===== config.mk =====
export PLATFORM = sky130hd
export DESIGN_NAME = mem_addr_sequencer
export DESIGN_NICKNAME = d
export VERILOG_FILES = /design/src/rtl/mem_addr_pkg.sv /design/src/rtl/mem_addr_counter.sv /design/src/rtl/mem_addr_sequencer.sv
export SDC_FILE = /design/constraint.sdc
export NUM_CORES = 1
export LEC_CHECK = 0
export BUFFER_PORTS_ARGS = -buffer_cell sky130_fd_sc_hd__buf_4
export CORE_ASPECT_RATIO = 1.75
export CORE_MARGIN = 1
export CORE_UTILIZATION = 35
export CTS_CLUSTER_DIAMETER = 30
export CTS_CLUSTER_SIZE = 16
export DETAILED_ROUTE_END_ITERATION = 6
export HOLD_SLACK_MARGIN = 0.12
export SYNTH_ARGS = -nofsm -noshare
export SYNTH_HDL_FRONTEND = slang
export SYNTH_SLANG_ARGS = --single-unit

===== constraint.sdc =====
create_clock -name clk -period 5.13 [get_ports clk]
set_input_delay 0.513 -clock clk [delete_from_list [all_inputs] [get_ports clk]]
set_output_delay 0.513 -clock clk [all_outputs]
set_load 0.05 [all_outputs]

===== src/rtl/mem_addr_pkg.sv =====
// ---------------------------------------------------------------------------
// mem_addr_pkg
//
// Purpose : Shared definitions for the memory address sequencer slice.
//           Holds the sequencer state encoding and the default widths used
//           by mem_addr_sequencer and mem_addr_counter.
//
// Contents:
//   DEF_IN_AW  - default logical word-address width
//   DEF_BANK_W - default bank-select width
//   DEF_LEN_W  - default transfer-length width (words)
//   state_t    - sequencer states IDLE / RUN / FINISH
//   is_last_word - helper that flags the final word of a pass
// ---------------------------------------------------------------------------
package mem_addr_pkg;

   localparam int DEF_IN_AW  = 24;
   localparam int DEF_BANK_W = 2;
   localparam int DEF_LEN_W  = 24;

   // IDLE waits for a request, RUN streams addresses, FINISH is the single
   // cycle that carries the done pulse before returning to IDLE.
   typedef enum logic [1:0] {
      IDLE   = 2'd0,
      RUN    = 2'd1,
      FINISH = 2'd2
   } state_t;

   // The remaining-words counter holds the number of words still to be
   // handed over, including the one currently on the bus. A value of one
   // therefore marks the final word of the pass.
   function automatic logic is_last_word(input logic [DEF_LEN_W-1:0] remaining);
      return (remaining == DEF_LEN_W'(1));
   endfunction

endpackage


===== src/rtl/mem_addr_counter.sv =====
// ---------------------------------------------------------------------------
// mem_addr_counter
//
// Purpose : Loadable up-counter for the logical word address. It wraps
//           naturally modulo 2^W, so the bank bits held elsewhere are never
//           disturbed when the logical address rolls over.
//
// Ports   :
//   clk      in   rising-edge clock
//   rst      in   asynchronous active-high reset, clears the count
//   load     in   load load_val on the next edge (has priority over en)
//   load_val in   W-bit value to load
//   en       in   increment by one on the next edge
//   q        out  current count
// ---------------------------------------------------------------------------
module mem_addr_counter
   import mem_addr_pkg::*;
#(
   parameter int W = DEF_IN_AW
) (
   input  logic         clk,
   input  logic         rst,
   input  logic         load,
   input  logic [W-1:0] load_val,
   input  logic         en,
   output logic [W-1:0] q
);

   // Load wins over increment so that a pass restart (which happens on the
   // same cycle as a handshake) lands exactly on the reload value.
   always_ff @(posedge clk or posedge rst) begin
      if (rst) begin
         q <= '0;
      end else if (load) begin
         q <= load_val;
      end else if (en) begin
         q <= q + W'(1);
      end
   end

endmodule


===== src/rtl/mem_addr_sequencer.sv =====
// ---------------------------------------------------------------------------
// mem_addr_sequencer
//
// Purpose : Generates a run of consecutive physical word addresses
//           {bank, logical} for a memory consumer using a valid/ready
//           handshake. One address is handed over per cycle in which
//           addr_valid and addr_ready are both high, with no bubbles.
//
// Optional feature (compile-time macro MEM_ADDR_LOOP_EN):
//   when defined, an extra input "loop" exists; a transfer started with
//   loop=1 restarts at base_addr after every pass, pulsing done each pass,
//   until abort or reset. When undefined every transfer is one-shot.
//
// Ports   :
//   clk        in   rising-edge clock
//   rst        in   asynchronous active-high reset
//   start      in   single-cycle request to begin a transfer (IDLE only)
//   abort      in   cancel the transfer in progress (wins over everything)
//   base_addr  in   first logical word address
//   length     in   number of words; zero gives an empty transfer
//   bank       in   bank bits placed above the logical address
//   loop       in   repeat-forever request (MEM_ADDR_LOOP_EN builds only)
//   mem_addr   out  physical address {bank, logical}
//   addr_valid out  mem_addr is valid
//   addr_ready in   consumer accepts mem_addr this cycle
//   busy       out  high from accepted start until back in IDLE
//   done       out  one-cycle pulse at the end of each pass
// ---------------------------------------------------------------------------
module mem_addr_sequencer
   import mem_addr_pkg::*;
#(
   parameter int IN_AW  = DEF_IN_AW,
   parameter int BANK_W = DEF_BANK_W,
   parameter int LEN_W  = DEF_LEN_W
) (
   input  logic                    clk,
   input  logic                    rst,
   input  logic                    start,
   input  logic                    abort,
   input  logic [IN_AW-1:0]        base_addr,
   input  logic [LEN_W-1:0]        length,
   input  logic [BANK_W-1:0]       bank,
`ifdef MEM_ADDR_LOOP_EN
   input  logic                    loop,
`endif
   output logic [BANK_W+IN_AW-1:0] mem_addr,
   output logic                    addr_valid,
   input  logic                    addr_ready,
   output logic                    busy,
   output logic                    done
);

   state_t              state;

   logic [IN_AW-1:0]    base_q;
   logic [LEN_W-1:0]    len_q;
   logic [LEN_W-1:0]    remain_q;
   logic [BANK_W-1:0]   bank_q;
   logic                loop_q;

   logic [IN_AW-1:0]    addr_q;

   logic                accept;
   logic                xfer;
   logic                last_word;
   logic                restart;
   logic                cnt_load;
   logic                cnt_en;
   logic [IN_AW-1:0]    cnt_val;

   // The physical address is built from two registers, so it is glitch-free
   // and reads as zero straight out of reset.
   assign mem_addr = {bank_q, addr_q};

`ifdef MEM_ADDR_LOOP_EN
   // Remember the loop request of the accepted start; it only matters while
   // the sequencer is running, so it is simply overwritten by the next start.
   always_ff @(posedge clk or posedge rst) begin
      if (rst) begin
         loop_q <= 1'b0;
      end else if (accept) begin
         loop_q <= loop;
      end
   end
`else
   assign loop_q = 1'b0;
`endif

   // Decode of the events that move the sequencer. Abort masks both a new
   // start and a handshake, so it always has the final say. The word counter
   // is compared at the original length width, so the full 2^LEN_W-1 range
   // completes without any extra carry bit.
   always_comb begin
      accept    = 1'b0;
      xfer      = 1'b0;
      last_word = 1'b0;
      restart   = 1'b0;
      cnt_load  = 1'b0;
      cnt_en    = 1'b0;
      cnt_val   = base_q;

      accept    = (state == IDLE) && start && !abort;
      xfer      = (state == RUN) && addr_valid && addr_ready && !abort;
      last_word = xfer && (remain_q == LEN_W'(1));
      restart   = last_word && loop_q;

      cnt_load  = accept || restart;
      cnt_val   = accept ? base_addr : base_q;
      cnt_en    = xfer && !last_word;
   end

   // Logical address counter. It is loaded with base_addr on an accepted
   // start and again on a looped restart, and steps once per handshake.
   mem_addr_counter #(
      .W        (IN_AW)
   ) u_addr_counter (
      .clk      (clk),
      .rst      (rst),
      .load     (cnt_load),
      .load_val (cnt_val),
      .en       (cnt_en),
      .q        (addr_q)
   );

   // Main control FSM with registered handshake/status outputs. addr_valid
   // is cleared on the same edge as the final handshake so the consumer never
   // sees a stale extra word. done is a default-low pulse raised only when a
   // pass completes normally; abort paths never raise it.
   always_ff @(posedge clk or posedge rst) begin
      if (rst) begin
         state      <= IDLE;
         base_q     <= '0;
         len_q      <= '0;
         remain_q   <= '0;
         bank_q     <= '0;
         addr_valid <= 1'b0;
         busy       <= 1'b0;
         done       <= 1'b0;
      end else begin
         done <= 1'b0;

         case (state)
            IDLE: begin
               addr_valid <= 1'b0;
               busy       <= 1'b0;
               if (accept) begin
                  base_q <= base_addr;
                  len_q  <= length;
                  bank_q <= bank;
                  busy   <= 1'b1;
                  if (length == '0) begin
                     state    <= FINISH;
                     remain_q <= '0;
                     done     <= 1'b1;
                  end else begin
                     state      <= RUN;
                     remain_q   <= length;
                     addr_valid <= 1'b1;
                  end
               end
            end

            RUN: begin
               if (abort) begin
                  state      <= IDLE;
                  remain_q   <= '0;
                  addr_valid <= 1'b0;
                  busy       <= 1'b0;
               end else if (xfer) begin
                  if (last_word) begin
                     done <= 1'b1;
                     if (loop_q) begin
                        remain_q <= len_q;
                     end else begin
                        state      <= FINISH;
                        remain_q   <= '0;
                        addr_valid <= 1'b0;
                     end
                  end else begin
                     remain_q <= remain_q - LEN_W'(1);
                  end
               end
            end

            FINISH: begin
               state      <= IDLE;
               addr_valid <= 1'b0;
               busy       <= 1'b0;
            end

            default: begin
               state      <= IDLE;
               remain_q   <= '0;
               addr_valid <= 1'b0;
               busy       <= 1'b0;
            end
         endcase
      end
   end

endmodule

**Word level (Yosys, flattened, before mapping)**

Index checks and enable logic that the tools add are counted.

- Register bits: 55
- Latch bits: 0
- Bits in writable memories: 0
- Memory bits (read-only): 0
- Output and inout bits: 29
- Memories kept: 0

- Add/sub/neg operators: 2
- Multipliers: 0
- Div/mod/pow operators: 0
- Order comparisons: 0
- Eq/ne operators: 7
- Shift operators: 0
- Mux-type cells: 29
- Bitwise operators: 1
- Reduce and logical (&&, ||, !) cells: 16

Operator list:

| kind | count |
|---|---|
| $mux 24 | 7 |
| $pmux 24 s3 | 1 |
| $add 24x1->24 const B | 1 |
| $eq 24x1->1 const B | 1 |
| $logic_not 24->1 | 1 |
| $sub 24x1->24 const B | 1 |
| $mux 1 | 12 |
| $mux 2 | 5 |
| $logic_and 1x1->1 | 7 |
| $ne 3x3->1 const B | 2 |
| $pmux 1 s2 | 3 |
| $reduce_and 3->1 | 2 |
| $ne 2x2->1 const B | 2 |
| $pmux 2 s2 | 1 |
| $reduce_and 2->1 | 2 |
| $eq 2x1->1 const B | 1 |
| $eq 2x2->1 const B | 1 |
| $logic_not 1->1 | 2 |
| $logic_not 2->1 | 1 |
| $reduce_bool 2->1 | 1 |
| $not 1->1 | 1 |

**Depth between registers and ports, before layout**

Gate-level depths: netlist of run 1.

- Depth after elaboration: 9
- Mapped depth: 11
- Gate-level depth less buffers: 8

**By module**

A second synthesis of run 1 with hierarchy kept.

- Cells, all modules: 429
- Area, all modules: 4466.8 µm²

By module, submodules not included:

| module | instances | cells each | area each (µm²) | sequential area each (µm²) |
|---|---|---|---|---|
| mem_addr_sequencer | 1 | 277 | 3086.7 | 1376.3 |
| mem_addr_counter | 1 | 152 | 1380.1 | 600.6 |

**Least setup slack after synthesis of run 1**

Ideal clock, no wire load.

- Path type: register to register
- Start point: register u_addr_counter.q[6]
- End point: register u_addr_counter.q[20]
- Data arrival time: 2.139 ns
- Setup slack: 2.914 ns
- Cell stages (with the launch flop): 8
- Cells stage by stage: dfrtp_1 > nand4_1 > or4_4 > a21oi_2 > buf_6 > nand4_2 > xor2_1 > a21oi_1

- Word-level cells in the longest chain between the ends: 3

RTL lines:

| element | line | RTL |
|---|---|---|
| from (decl) | mem_addr_counter.sv:26 | `output logic [W-1:0] q` |
| from (signal assigned) | mem_addr_counter.sv:35 | `q <= load_val;` |
| from (signal assigned) | mem_addr_counter.sv:37 | `q <= q + W'(1);` |
| $add 24x1->24 | mem_addr_counter.sv:37 |  |
| $mux 24 | mem_addr_counter.sv:36 | `end else if (en) begin` |
| $mux 24 | mem_addr_counter.sv:34 | `end else if (load) begin` |

No other way between the ends. The select of a mux whose other input is x is not followed.
A chain may end at the register's enable or synchronous reset.

**Final worst setup path of run 1**

- Start point: register remain_q[8]
- End point: register remain_q[16]

- Word-level cells in the longest chain between the ends: 6

RTL lines:

| element | line | RTL |
|---|---|---|
| from (decl) | mem_addr_sequencer.sv:57 | `logic [LEN_W-1:0] remain_q;` |
| from (signal assigned) | mem_addr_sequencer.sv:157 | `remain_q <= length;` |
| from (signal assigned) | mem_addr_sequencer.sv:173 | `remain_q <= len_q;` |
| from (signal assigned) | mem_addr_sequencer.sv:180 | `remain_q <= remain_q - LEN_W'(1);` |
| parallel branches: the longest is 2 deep, another holds $sub 24x1->24 | n/a |  |
| $mux 24 * | mem_addr_sequencer.sv:170 | `if (last_word) begin` |
| $mux 24 * | mem_addr_sequencer.sv:169 | `end else if (xfer) begin` |
| $mux 24 * | mem_addr_sequencer.sv:164 | `if (abort) begin` |
| $pmux 24 s3 * | mem_addr_sequencer.sv:142 | `case (state)` |

Every way passes the cells marked *. The select of a mux whose other input is x is not followed.

==> results of run 1 <==
-- power by group --
| group | total (mW) | switching, mW | internal, mW |
|---|---|---|---|
| registers | 0.606 | 0.0964 | 0.510 |
| clock network | 0.407 | 0.163 | 0.243 |
| logic | 0.484 | 0.306 | 0.178 |
-- stage by stage --
step	total power [mW]	util	instance area, um2
5_1_grt	1.58	0.464	4050
3_5_place_dp	1.10	0.444	3880
6_report	1.50	0.464	4050
2_1_floorplan	0.926	-	3170
3_3_place_gp	1.09	0.444	3880
4_1_cts	1.51	0.464	4050
-- synthesized netlist by cell type, types with 2 or more instances --
| cell type | number |
|---|---|
| sky130_fd_sc_hd__buf_4 | 3 |
| sky130_fd_sc_hd__xnor2_1 | 6 |
| sky130_fd_sc_hd__buf_6 | 2 |
| sky130_fd_sc_hd__o21ai_0 | 25 |
| sky130_fd_sc_hd__inv_1 | 5 |
| sky130_fd_sc_hd__nand4_1 | 12 |
| sky130_fd_sc_hd__nand2_1 | 63 |
| sky130_fd_sc_hd__clkbuf_1 | 12 |
| sky130_fd_sc_hd__a221o_1 | 2 |
| sky130_fd_sc_hd__o311ai_0 | 4 |
| sky130_fd_sc_hd__o211ai_1 | 7 |
| sky130_fd_sc_hd__a32oi_1 | 2 |
| sky130_fd_sc_hd__nand3_1 | 17 |
| sky130_fd_sc_hd__nor3_1 | 12 |
| sky130_fd_sc_hd__nor2_1 | 26 |
| sky130_fd_sc_hd__a22oi_1 | 9 |
| sky130_fd_sc_hd__or4_4 | 2 |
| sky130_fd_sc_hd__a21oi_2 | 2 |
| sky130_fd_sc_hd__and3_1 | 4 |
| sky130_fd_sc_hd__or4_1 | 3 |
| sky130_fd_sc_hd__a21o_1 | 5 |
| sky130_fd_sc_hd__and2_1 | 5 |
| sky130_fd_sc_hd__o21ai_1 | 12 |
| sky130_fd_sc_hd__or3_1 | 4 |
| sky130_fd_sc_hd__or2_2 | 2 |
| sky130_fd_sc_hd__a21oi_1 | 10 |
| sky130_fd_sc_hd__a31oi_1 | 2 |
| sky130_fd_sc_hd__and4_1 | 2 |
| sky130_fd_sc_hd__dfrtp_1 | 55 |
| sky130_fd_sc_hd__xor2_1 | 22 |
| sky130_fd_sc_hd__nor4_1 | 9 |
| sky130_fd_sc_hd__ha_1 | 3 |
-- per-layer routing --
metal	global-route usage	share of wire
met5	0	0
met1	0.243	0.42
met3	0.0291	0.040
met2	0.343	0.52
met4	0.0633	0.014
-- cell type report --
type,count,area (um2),share of cell area
Clock buffer,6,139,0.0343
Clock inverter,2,35.0,0.00865
Inverter,5,18.8,0.00463
Multi-Input combinational cell,286,1690,0.417
Sequential cell,55,1380,0.340
Tap cell,117,146,0.0361
Timing Repair Buffer,86,646,0.159
-- worst min path at each step --
stage | from | endpoint | slack, ps | depth (start not counted)
final | bank[1] | bank_q[1]$_DFFE_PP0P_ | 410 | 3
after global routing | bank[1] | bank_q[1]$_DFFE_PP0P_ | 410 | 3
after CTS | bank[1] | bank_q[1]$_DFFE_PP0P_ | 400 | 3
after detailed placement | bank_q[1]$_DFFE_PP0P_ | bank_q[1]$_DFFE_PP0P_ | 460 | 2
after global placement | bank_q[1]$_DFFE_PP0P_ | bank_q[1]$_DFFE_PP0P_ | 460 | 2
after floorplan | remain_q[21]$_DFFE_PP0P_ | remain_q[21]$_DFFE_PP0P_ | 480 | 1
-- layout by cell type (no fill, tap or decap), types with 2 or more instances in the layout --
| cell | count |
|---|---|
| sky130_fd_sc_hd__dfrtp_1 | 55 |
| sky130_fd_sc_hd__nand3_1 | 17 |
| sky130_fd_sc_hd__a31oi_1 | 2 |
| sky130_fd_sc_hd__clkbuf_16 | 5 |
| sky130_fd_sc_hd__a32oi_1 | 2 |
| sky130_fd_sc_hd__a22oi_1 | 9 |
| sky130_fd_sc_hd__and2_1 | 5 |
| sky130_fd_sc_hd__ha_1 | 3 |
| sky130_fd_sc_hd__xnor2_1 | 6 |
| sky130_fd_sc_hd__nor3_1 | 12 |
| sky130_fd_sc_hd__a21oi_1 | 10 |
| sky130_fd_sc_hd__a221o_1 | 2 |
| sky130_fd_sc_hd__o21ai_0 | 25 |
| sky130_fd_sc_hd__or4_1 | 3 |
| sky130_fd_sc_hd__a21oi_2 | 2 |
| sky130_fd_sc_hd__o311ai_0 | 4 |
| sky130_fd_sc_hd__nand2_1 | 63 |
| sky130_fd_sc_hd__or2_2 | 2 |
| sky130_fd_sc_hd__or4_4 | 2 |
| sky130_fd_sc_hd__o21ai_1 | 12 |
| sky130_fd_sc_hd__and3_1 | 4 |
| sky130_fd_sc_hd__and4_1 | 2 |
| sky130_fd_sc_hd__nor2_1 | 26 |
| sky130_fd_sc_hd__a21o_1 | 5 |
| sky130_fd_sc_hd__buf_4 | 86 |
| sky130_fd_sc_hd__nand4_1 | 12 |
| sky130_fd_sc_hd__o211ai_1 | 7 |
| sky130_fd_sc_hd__inv_1 | 4 |
| sky130_fd_sc_hd__xor2_1 | 22 |
| sky130_fd_sc_hd__nor4_1 | 9 |
| sky130_fd_sc_hd__or3_1 | 4 |
-- worst min-delay path: stages --
cell and delay (ps):
sky130_fd_sc_hd__buf_4 80, sky130_fd_sc_hd__nand2_1 40, sky130_fd_sc_hd__nand2_1 50
-- logic make-up after synthesis --
| group | after synthesis | synth area share |
|---|---|---|
| AO/OA/AOI/OAI | 83 | 0.164 |
| XOR/XNOR | 28 | 0.0773 |
| adder cells (fa/ha/maj) | 3 | 0.0118 |
| buffers and inverters | 23 | 0.0359 |
| flip-flops | 55 | 0.434 |
| multiplexers | 1 | 0.00316 |
| AND/OR/NAND/NOR | 171 | 0.274 |
-- flip-flops by register name (all words and copies together) (netlist names) --
signal,flops
remain_q,24
u_addr_counter.q,24
bank_q,2
state,2
addr_valid,1
busy,1
done,1
==> results, run 1 <==
- In the synthesized netlist the async set-or-reset flop fraction comes to 1.00.
- The worst path meets setup with approximately 2400 ps of slack.
- The die is between 70 and 80 um wide.
- The post-synthesis net count is about 420.
- Entering global routing, the biggest net connects 56 pins.
- The routability congestion estimate from global placement is approximately 0.84.
- The count of boundary I/O pins is between 80 and 90.
- The first global-routing pass estimated 14.2 mm of wire.
- The category of the critical setup timing path is reg2reg.
- The type of the tightest min-delay check is in2reg.
- The TritonCTS buffer count is 5.
- The top cell family by delay on the critical path is compound AO/OA/AOI/OAI gates.
- Relative to the synthesized area, the layout overhead comes to 27.7%.
- The launch point of the critical path is remain_q[8]$_DFFE_PP0P_.
- The final worst-path cycle share is 0.530.
- Setup repair after global routing left no endpoint under its margin.
- The DRC violation count after routing is 0.
- The number of input and output port buffers inserted is 83.
- For this design the ratio of total power to cell area is around 370 nW/um2.
- The worst register-to-register path ends at remain_q[16]$_DFFE_PP0P_.
- The clock reaches the later pin of the worst-skew pair after approximately 300 ps.
- For this run, the number of Yosys warnings is 0.
- After clock tree synthesis, the repair step resized 0 gates.
- After synthesis, the cell types taking the most area are sky130_fd_sc_hd__dfrtp_1 (43%), sky130_fd_sc_hd__nand2_1 (7.5%), sky130_fd_sc_hd__xor2_1 (6.1%).
- The share of synthesized area in the top cell type comes to 0.434.
- For this block, the routed nets add up to between 8 and 9 mm of wire.
- The total vias in the final route is roughly 3000.
- The setup check on the worst reg-to-reg path leaves a slack of between 2000 and 2500 ps.
- The number of hold buffers added after CTS was 0.
- The vertical die dimension is roughly 130 um.
- The via count of the first global-routing pass is 2839.
- After global routing the overflow that remains totals 0.
- For the pin with the worst max-slew slack, the measured transition is approximately 1000 ps.
- The synthesized area is 3170 um2.
- The post-DP HPWL is around 6.3 mm.
- Dividing the detail-routed via count by the number of cells gives between 5 and 6.
- The number of antenna diodes in the final layout is 0.
- The clock net in this run drives a total of between 50 and 60 sinks.
- Synthesis inferred 55 register bits.
- The number of enable-type register cells in the synthesized netlist is 0.
- Headroom to the max-slew limit came out at 0.331.
- The final layout contains 497 nets.
- The worst-case IR drop observed on VDD is 0.188 mV.
- The pre-antenna-repair detailed-routing pass consisted of 4 iterations.
- Across every metal layer, demand over resource in global routing totals 0.197.
- The worst path buffer plus inverter count is 0.
- The count of antenna-violating nets left after detailed routing is 0.
- The required time of the worst setup path is roughly 5300 ps.
- The floorplan has 45 rows.
- The initial antenna violation count is 0.
- The number of cells produced by synthesis is approximately 360.
- The clock passes through at most 2 buffers.
- The slowest stage cell on the critical path is sky130_fd_sc_hd__a21o_1.
- The run finished with clean final reports.
- Counting the fill cells in the layout gives 866.
- Dividing the synthesized area by the synthesized cell count gives 8.71 um2.
- The post-route non-filler standard cell count is roughly 560.
- The core region is roughly 8700 um2.
- The final max-slew violation count is 0.
- The last element of the critical path is remain_q[16]$_DFFE_PP0P_.
- The static power due to leakage is ~1.7 nW.
- The final critical-path required period is ~2700 ps.
- The number of cell instances on the worst register-to-register path is 6.
- The biggest area contributor in the post-synthesis netlist is sky130_fd_sc_hd__dfrtp_1.
- The instance count on the critical path is 6.
- The clock-pin slew on the worst setup and hold paths is 70 ps.
- The share of the yosys chip area belonging to registers is 0.434.
- The clock tree synthesis step divided the H-tree into 2 levels.
- Traced cell by cell, the critical path runs through or4_4 > nor3_4 > a21o_1 > a21oi_1 > o21ai_0 > o311ai_0.
- The share of post-route cells with drive strength above 1 is 0.241.
- In this run the critical register-to-register path is launched from remain_q[8]$_DFFE_PP0P_.
- The worst hold slack across all endpoints is between 400 and 500 ps.
- The number of placed instances, taps included is 549.
- The count of final setup violators is 0.
- Static timing analysis puts the maximum clock frequency at about 370 MHz.
- The stage delay of the slowest cell on the critical path is 750 ps.
- The initial core utilization is 0.363.
- The kind of end point of the critical path is a flip-flop.
- The netlist uses 47 different library cells.
- The number of hold violations in the final report is 0.
- In the final routed layout, each cell accounts on average for 15.7 um.
- The endpoint arrival time on the critical path is 2850 ps.
- Prior to clock tree synthesis, the placed netlist has a worst setup slack of around 2400 ps.
- After clock tree synthesis, the setup repair step added 0 buffers.
- The aggregate negative setup slack is 0 ps.
- The TritonCTS clock tree is yes.
- Across the routed clock network, the largest skew measured is 3.79 ps.
- Of all nets on the critical path, the largest fanout is 27.
- The cell sitting at the root of the clock tree is a sky130_fd_sc_hd__clkbuf_16.
- The most used flip-flop cell after synthesis is sky130_fd_sc_hd__dfrtp_1.
- The area of the die is between 9000 and 10000 um2.
- The tool flagged a number of max-cap violations equal to 0.
- In this run, the number of DRC markers left after iteration 0 of detailed routing was 217.
- The kind of start point of the critical path is a flip-flop.
(Power assumes the default switching activity.)
==> inputs of run 2 (changes only) <==
ABC_AREA = 1   (was unset)
clock period = 2.2 ns   (was 5.13 ns; I/O delays follow)
==> run 2 against run 1 <==
Effect of this change:
- wire length up 43%
- non-clock buffer count increased by 12
- via count rose by 40%
- critical path depth is 1 higher
- clock power is 100% higher
- first-iteration DRC count is 17% lower
- sequential cell count stayed put
- total power increased to 3.9 times the previous value
- largest power group is now combinational logic
- highest routed layer unchanged
==> results, run 2 <==
- Result of the run: completed (unchanged).
- The peak ir drop on the vdd network is 0.682 mV (was 0.188 mV).
- The fraction of synthesized cell area taken by the top area cell type came to 0.351 (was 0.434).
- The cell with the most instances after synthesis is sky130_fd_sc_hd__nand2_1 (unchanged).
- The net switching power of the design came to 3.02 mW (was 566 uW).
- The vertical die dimension is 142 um (was 128 um).
- The kind of start point of the critical path was a flip-flop (unchanged).
- The worst hold slack across all endpoints is 162 ps (was 405 ps).
- The type of the tightest min-delay check was in2reg (unchanged).
- The count of boundary I/O pins is 84 (unchanged).
- The endpoint arrival time on the critical path came to 2150 ps (was 2850 ps).
- The post-DP HPWL came to 9.63 mm (was 6.31 mm).
- The internal power component is 2.84 mW (was 931 uW).
- The total iterations of the first detailed-routing run is 5 (was 4).
- The category of the critical setup timing path is reg2reg (unchanged).
- The synthesized area divided by synthesized cell count is 6.47 um2 (was 8.71 um2).
- The global-route wire length before repair is 19.4 mm (was 14.2 mm).
- The actual transition at the worst max-transition pin came to 564 ps (was 1000 ps).
- The routability congestion estimate from global placement is 0.944 (was 0.837).
- The buffer count from post-CTS setup fixing is 0 (unchanged).
- Synth cell count leaders: sky130_fd_sc_hd__nand2_1 (220), sky130_fd_sc_hd__nor2_1 (89), sky130_fd_sc_hd__inv_1 (60), sky130_fd_sc_hd__dfrtp_1 (55), sky130_fd_sc_hd__nand3_1 (41) (was sky130_fd_sc_hd__nand2_1 (63), sky130_fd_sc_hd__dfrtp_1 (55), sky130_fd_sc_hd__nor2_1 (26), sky130_fd_sc_hd__o21ai_0 (25), sky130_fd_sc_hd__xor2_1 (22)).
- The share of power burned in registers is 0.320 (was 0.405).
- The area of the core came to 10800 um2 (was 8730 um2).
- The TritonCTS sink count was 55 (unchanged).
- The initial core utilization is 0.362 (was 0.363).
- The TritonCTS clock tree is yes (unchanged).
- The clock-pin slew on the worst setup and hold paths is 80 ps (was 70 ps).
- The post-route non-filler standard cell count is 826 (was 557).
- The count of max-cap constraint violations is 0 (unchanged).
- The clock power share is 0.141 (was 0.272).
- The worst slew slack as a fraction of its limit is 0.621 (was 0.331).
- The power per cell area is 1200 nW/um2 (was 369 nW/um2).
- The initial antenna violation count is 0 (unchanged).
- The synthesized area is 3920 um2 (was 3170 um2).
- The number of cells produced by synthesis was 606 (was 364).
- Unrepaired setup endpoints after global routing: no (unchanged).
- The kind of end point of the critical path is a flip-flop (unchanged).
- The startpoint of the lowest-slack hold path is base_addr[0] (was bank[1]).
- The critical register-to-register path startpoint is u_addr_counter.q[5]$_DFFE_PP0P_ (was remain_q[8]$_DFFE_PP0P_).
- The total of warnings raised by yosys is 0 (unchanged).
- The worst-case clock skew was 8.50 ps (was 3.79 ps).
- The most common cell after layout, fill and taps aside is sky130_fd_sc_hd__nand2_1 (was sky130_fd_sc_hd__buf_4).
- The area used by sequential logic in the layout was 1380 um2 (unchanged).
- The number of diodes was 0 (unchanged).
- The number of buffers between clock root and the deepest sink came to 2 (unchanged).
- The post-synthesis net count is 664 (was 422).
- The switching portion of total power is 0.515 (was 0.378).
- The mean routed wirelength per cell is 15.1 um (was 15.7 um).
- The final max-slew violation count came to 0 (unchanged).
- The launch point of the critical path was u_addr_counter.q[5]$_DFFE_PP0P_ (was remain_q[8]$_DFFE_PP0P_).
- The count of final setup violators is 0 (unchanged).
- The area of the die is 11700 um2 (was 9460 um2).
- The DRC violation count after routing is 0 (unchanged).
- The number of hold violations in the final report came to 0 (unchanged).
- The number of input and output port buffers inserted is 83 (unchanged).
- The most used flip-flop cell after synthesis is sky130_fd_sc_hd__dfrtp_1 (unchanged).
- The final layout net count was 753 (was 497).
- The final worst-path cycle share is 0.896 (was 0.530).
- Top area cells in the synthesized netlist: sky130_fd_sc_hd__dfrtp_1 (35%), sky130_fd_sc_hd__nand2_1 (21%), sky130_fd_sc_hd__nor2_1 (8.5%) (was sky130_fd_sc_hd__dfrtp_1 (43%), sky130_fd_sc_hd__nand2_1 (7.5%), sky130_fd_sc_hd__xor2_1 (6.1%)).
- The post-placement worst setup slack was 259 ps (was 2440 ps).
- The width of the chip came to 82.0 um (was 74.0 um).
- The share of the yosys chip area belonging to registers came to 0.351 (was 0.434).
- The final critical-path required period came to 1970 ps (was 2720 ps).
- The buffer type at the clock tree root is sky130_fd_sc_hd__clkbuf_16 (unchanged).
- The final wirelength came to 12.5 mm (was 8.72 mm).
- The required time of the worst setup path is 2380 ps (was 5260 ps).
- The aggregate negative setup slack is 0 ps (unchanged).
- The TritonCTS buffer count is 5 (unchanged).
- The number of vias per cell came to 5.08 (was 5.38).
- The synthesis-stage register bit count is 55 (unchanged).
- The fill cell total of the finished layout is 1185 (was 866).
- The proportion of power drawn by combinational gates is 0.538 (was 0.323).
- The via count of the first global-routing pass came to 4073 (was 2839).
- The unique cell type count in the Yosys netlist was 37 (was 47).
- The static power due to leakage is 2.50 nW (was 1.74 nW).
- The total vias in the final route is 4197 (was 2994).
- Leading cell types in the layout, fill and taps excluded: sky130_fd_sc_hd__nand2_1 (220), sky130_fd_sc_hd__buf_4 (94), sky130_fd_sc_hd__nor2_1 (89) (was sky130_fd_sc_hd__buf_4 (86), sky130_fd_sc_hd__nand2_1 (63), sky130_fd_sc_hd__dfrtp_1 (55)).
- The number of rows created at floorplan is 50 (was 45).
- Largest registers: remain_q: 24 flops, u_addr_counter.q: 24 flops (unchanged).
- The number of placed instances, taps included came to 815 (was 549).
- The post-route core utilization was 0.451 (was 0.464).
- The share of post-route cells with drive strength above 1 came to 0.171 (was 0.241).
- The async set-reset flop share out of synthesis was 1.00 (unchanged).
- The number of H-tree branching levels came to 2 (unchanged).
- The setup slack of the critical path after layout is 230 ps (was 2410 ps).
- The maximum net fanout on the critical path is 6 (was 27).
- The overall fraction of global-route tracks in use is 0.220 (was 0.197).
- The multi-input logic area is 2210 um2 (was 1690 um2).
- The source-to-sink clock delay at the later pin of the worst-skew pair is 300 ps (about the same).
- The number of enable-type register cells in the synthesized netlist is 0 (unchanged).
- The pin count of the biggest net entering global routing was 40 (was 56).
- The area added between synthesis and finish is 24.5% (was 27.7%).
- The violation count after the first detailed-routing iteration was 181 (was 217).
- The timing-limited maximum frequency is 508 MHz (was 368 MHz).
- The library cell with the largest summed area after synthesis is sky130_fd_sc_hd__dfrtp_1 (unchanged).
- The residual overflow from global routing came to 0 (unchanged).
- The count of antenna-violating nets left after detailed routing came to 0 (unchanged).
run 2: changes by cell type after synthesis, moves of 9 or more:
cell,change
sky130_fd_sc_hd__inv_1,+55
sky130_fd_sc_hd__nand2_1,+157
sky130_fd_sc_hd__nand3_1,+24
sky130_fd_sc_hd__nor2_1,+63
sky130_fd_sc_hd__o22ai_1,+13
sky130_fd_sc_hd__xor2_1,-9
run 2: layout make-up:
type / count / area share
clock inverter: 2 / 0.00256
sequential: 55 / 0.282
inverter: 62 / 0.0487
multi-input combinational: 473 / 0.452
timing repair buffer: 98 / 0.155
clock buffer: 6 / 0.0264
tap: 130 / 0.0333
run 2: worst paths after layout:
kind	cells after the start	slack, ps	endpoint
worst max-delay path	7	230	u_addr_counter.q[15]$_DFFE_PP0P_
worst min-delay path	3	160	u_addr_counter.q[0]$_DFFE_PP0P_
worst max register to register	7	230	u_addr_counter.q[15]$_DFFE_PP0P_
worst min register to register	2	500	bank_q[1]$_DFFE_PP0P_
max in group asynchronous	4	1120	remain_q[1]$_DFFE_PP0P_
min in group asynchronous	3	500	u_addr_counter.q[4]$_DFFE_PP0P_
run 2: repair_timing:
item / CTS / global route
gates resized for setup: 0 / 1
hold buffers: 3 / 0
setup endpoints to repair: 0 / 1
endpoints found under the hold margin: 22 / 0
run 2: logic make-up after synthesis:
kind of cell | after synthesis | share of synthesized area
AND/OR/NAND/NOR | 387 | 0.415
buffers and inverters | 78 | 0.0861
AO/OA/AOI/OAI | 64 | 0.0960
flip-flops | 55 | 0.351
XOR/XNOR | 19 | 0.0424
adder cells (fa/ha/maj) | 3 | 0.00957
run 2: power by group through the flow:
stage | Sequential (mW) | Clock, mW | Combinational (mW)
after floorplan | 2.49 | 0 | 1.54
after global placement | 1.88 | 0 | 3.12
after detailed placement | 1.89 | 0 | 3.15
after CTS | 1.87 | 0.848 | 3.17
after global routing | 1.94 | 0.878 | 3.49
final | 1.88 | 0.828 | 3.15
run 2: metal layers:
layer | track usage | vias up | wire length, um
li1 | - | 2095 | -
met1 | 0.216 | 1938 | 4460
met2 | 0.430 | 132 | 6930
met3 | 0.0224 | 32 | 474
met4 | 0.114 | 0 | 602
met5 | 0 | - | 0
run 2: through the flow:
step | instance area (um2) | power, mW
after CTS | 4880 | 5.90
after global routing | 4880 | 6.31
after detailed placement | 4710 | 5.04
final | 4880 | 5.86
after global placement | 4710 | 5.00
after floorplan | 3920 | 4.04
run 2: critical path: stages (launching register included):
cell                       delay (ps)
sky130_fd_sc_hd__dfrtp_1          460
sky130_fd_sc_hd__inv_1            120
sky130_fd_sc_hd__nor3_1           450
sky130_fd_sc_hd__nand2_1          320
sky130_fd_sc_hd__o21ai_0          220
sky130_fd_sc_hd__nand3_1           90
sky130_fd_sc_hd__o211ai_1          90
sky130_fd_sc_hd__o21ai_0          110
==> inputs of run 3 (changes only) <==
BUFFER_PORTS_ARGS = -buffer_cell sky130_fd_sc_hd__buf_2   (was -buffer_cell sky130_fd_sc_hd__buf_4)
CTS_CLUSTER_DIAMETER = 200   (was 30)
clock period = 2.24 ns   (was 2.2 ns; I/O delays follow)
==> run 3 against run 2 <==
Effect of this change:
- cell count down 0.61%
- global-route usage down 0.47 points
- worst hold slack worse by 31 ps
- cell area down 4.9%
- clock power up 7.6%
- clock-buffer cell count unchanged
- critical path depth up 6
- core utilization down 2.2 points
- setup slack better by 100 ps
- critical path type unchanged
- critical endpoint is now u_addr_counter.q[18]$_DFFE_PP0P_
==> results, run 3 (same netlist as run 2, synthesis figures left out) <==
- The clock-pin slew on the worst setup and hold paths was 70 ps (was 80 ps).
- The top metal layer carrying routed signals was met4 (unchanged).
- The cell repeated most along the worst path is sky130_fd_sc_hd__nor2_1 (was sky130_fd_sc_hd__o21ai_0).
- Largest registers: remain_q: 24 flops, u_addr_counter.q: 24 flops (unchanged).
- The number of vias per cell is 5.04 (was 5.08).
- The worst hold slack across all endpoints is 130 ps (was 162 ps).
- The overall fraction of global-route tracks in use is 0.216 (was 0.220).
- The worst-case clock skew is 6.20 ps (was 8.50 ps).
- The final non-filler cell area is 4640 um2 (was 4880 um2).
- The number of buffers between clock root and the deepest sink was 2 (unchanged).
- The worst flop-to-flop path endpoint was u_addr_counter.q[18]$_DFFE_PP0P_ (was u_addr_counter.q[15]$_DFFE_PP0P_).
- The total iterations of the first detailed-routing run is 4 (was 5).
- The DRC violation count after routing was 0 (unchanged).
- The most common cell after layout, fill and taps aside is sky130_fd_sc_hd__nand2_1 (unchanged).
- The area of the core came to 10800 um2 (unchanged).
- The post-DP HPWL is 9.11 mm (was 9.63 mm).
- The startpoint of the lowest-slack hold path is bank[1] (was base_addr[0]).
- The width of the chip is 82.0 um (unchanged).
- The final wirelength was 12.0 mm (was 12.5 mm).
- The met3 wire length is 439 um (was 474 um).
- The via count of the first global-routing pass is 4055 (was 4073).
- The routability congestion estimate from global placement is 0.921 (was 0.944).
- The initial core utilization is 0.362 (unchanged).
- The number of cell instances on the worst register-to-register path is 13 (was 7).
- The power per cell area is 1210 nW/um2 (was 1200 nW/um2).
- The count of final setup violators is 0 (unchanged).
- The buffer type at the clock tree root is sky130_fd_sc_hd__clkbuf_16 (unchanged).
- The met1 wire length was 4.39 mm (was 4.46 mm).
- The post-placement worst setup slack is 316 ps (was 259 ps).
- Leading cell types in the layout, fill and taps excluded: sky130_fd_sc_hd__nand2_1 (220), sky130_fd_sc_hd__nor2_1 (89), sky130_fd_sc_hd__buf_2 (83) (was sky130_fd_sc_hd__nand2_1 (220), sky130_fd_sc_hd__buf_4 (94), sky130_fd_sc_hd__nor2_1 (89)).
- The TritonCTS clock tree is yes (unchanged).
- The vertical die dimension is 142 um (unchanged).
- The count of max-cap constraint violations is 0 (unchanged).
- The internal power component is 2.73 mW (was 2.84 mW).
- The final layout net count was 749 (was 753).
- The proportion of power drawn by combinational gates is 0.517 (was 0.538).
- The share of power burned in registers is 0.325 (was 0.320).
- The final critical-path required period is 1910 ps (was 1970 ps).
- The peak ir drop on the vdd network was 0.709 mV (was 0.682 mV).
- The number of input and output port buffers inserted came to 83 (unchanged).
- The total vias in the final route was 4134 (was 4197).
- The TritonCTS buffer count is 5 (unchanged).
- The final max-slew violation count is 0 (unchanged).
- The overall power is 5.64 mW (was 5.86 mW).
- The setup slack of the critical path after layout is 331 ps (was 230 ps).
- The required time of the worst setup path is 2410 ps (was 2380 ps).
- The type of the tightest min-delay check is in2reg (unchanged).
- The clock power share came to 0.158 (was 0.141).
- The number of diodes came to 0 (unchanged).
- The area of the die was 11700 um2 (unchanged).
- The residual overflow from global routing came to 0 (unchanged).
- The count of boundary I/O pins is 84 (unchanged).
- The number of rows created at floorplan came to 50 (unchanged).
- The net switching power of the design is 2.91 mW (was 3.02 mW).
- The TritonCTS sink count was 55 (unchanged).
- The worst setup slack for register-to-register paths is 330 ps (was 230 ps).
- Unrepaired setup endpoints after global routing: no (unchanged).
- The mean routed wirelength per cell is 14.6 um (was 15.1 um).
- Result of the run: completed (unchanged).
- The maximum net fanout on the critical path is 28 (was 6).
- The aggregate negative setup slack is 0 ps (unchanged).
- The violation count after the first detailed-routing iteration is 156 (was 181).
- The post-route core utilization is 0.429 (was 0.451).
- The actual transition at the worst max-transition pin is 762 ps (was 564 ps).
- The static power due to leakage is 2.42 nW (was 2.50 nW).
- The global-route wire length before repair is 19.1 mm (was 19.4 mm).
- The instance count along the most critical hold path is 3 (unchanged).
- The kind of start point of the critical path was a flip-flop (unchanged).
- The met2 layer wire length in the routed design is 6.62 mm (was 6.93 mm).
- The endpoint arrival time on the critical path was 2080 ps (was 2150 ps).
- The number of hold violations in the final report is 0 (unchanged).
- The critical register-to-register path startpoint is remain_q[1]$_DFFE_PP0P_ (was u_addr_counter.q[5]$_DFFE_PP0P_).
- The number of H-tree branching levels was 2 (unchanged).
- The number of placed instances, taps included is 813 (was 815).
- The category of the critical setup timing path is reg2reg (unchanged).
- The slowest stage cell on the critical path is sky130_fd_sc_hd__dfrtp_1 (unchanged).
- The final worst-path cycle share came to 0.852 (was 0.896).
- The initial antenna violation count is 0 (unchanged).
- The endpoint of the worst hold path is bank_q[1]$_DFFE_PP0P_ (was u_addr_counter.q[0]$_DFFE_PP0P_).
- The timing-limited maximum frequency came to 524 MHz (was 508 MHz).
- The pin count of the biggest net entering global routing is 56 (was 40).
- The post-route non-filler standard cell count came to 821 (was 826).
- The kind of end point of the critical path is a flip-flop (unchanged).
- The post-place instance area is 4470 um2 (was 4710 um2).
- The stage delay of the slowest cell on the critical path is 400 ps (was 460 ps).
- The count of antenna-violating nets left after detailed routing was 0 (unchanged).
- The area added between synthesis and finish was 18.3% (was 24.5%).
- The switching portion of total power is 0.516 (was 0.515).
- The worst slew slack as a fraction of its limit was 0.492 (was 0.621).
- The source-to-sink clock delay at the later pin of the worst-skew pair is 290 ps (was 300 ps).
- CP cell instances: inv_1 > ha_1 > inv_1 > nor2_1 > nand2_1 > nor2_1 > nand3_1 > nand2_2 > nand2_4 > inv_4 > nor2_1 > nand2_1 > o21ai_0 (was inv_1 > nor3_1 > nand2_1 > o21ai_0 > nand3_1 > o211ai_1 > o21ai_0).
- The share of post-route cells with drive strength above 1 is 0.168 (was 0.171).
## run 3: power by group through the flow
stage	Sequential [mW]	Combinational (mW)	Clock (mW)
2_1_floorplan	2.45	1.52	0
3_3_place_gp	1.83	2.88	0
3_5_place_dp	1.85	2.90	0
4_1_cts	1.83	2.92	0.918
5_1_grt	1.91	3.23	0.952
6_report	1.84	2.91	0.891
## run 3: timing repair
action,4_1_cts,5_1_grt
buffers inserted,0,0
hold buffers,1,0
gates resized for setup,0,0
endpoints found under the hold margin,1,0
## run 3: critical path: cells and delay by family, from the launching register on
kind	cells	cell delay, ps
buf+inv	3	340
flops	1	400
compound gates	1	70
fa+ha+maj	1	140
simple gates	8	840
## run 3: worst max path at each step
stage / depth (start not counted) / start / end
after floorplan: 7 / u_addr_counter.q[0]$_DFFE_PP0P_ / u_addr_counter.q[10]$_DFFE_PP0P_
after global placement: 13 / remain_q[1]$_DFFE_PP0P_ / u_addr_counter.q[18]$_DFFE_PP0P_
after detailed placement: 13 / remain_q[1]$_DFFE_PP0P_ / u_addr_counter.q[18]$_DFFE_PP0P_
after CTS: 13 / remain_q[1]$_DFFE_PP0P_ / u_addr_counter.q[18]$_DFFE_PP0P_
after global routing: 13 / remain_q[1]$_DFFE_PP0P_ / u_addr_counter.q[18]$_DFFE_PP0P_
final: 13 / remain_q[1]$_DFFE_PP0P_ / u_addr_counter.q[18]$_DFFE_PP0P_
## run 3: area by class of cell
class	count	area [um2]
repair buffers	94	500
multi-input cells	473	2210
clock buffers	6	129
fillers	1166	6180
well taps	130	163
inverters	62	235
flip-flops and latches	55	1380
clock inverters	1	30.0
## run 3: per-layer routing
layer  vias up  track usage
met3        30       0.0237
met5         -            0
met1      1895        0.213
met2       114        0.415
li1       2095            -
met4         0        0.117
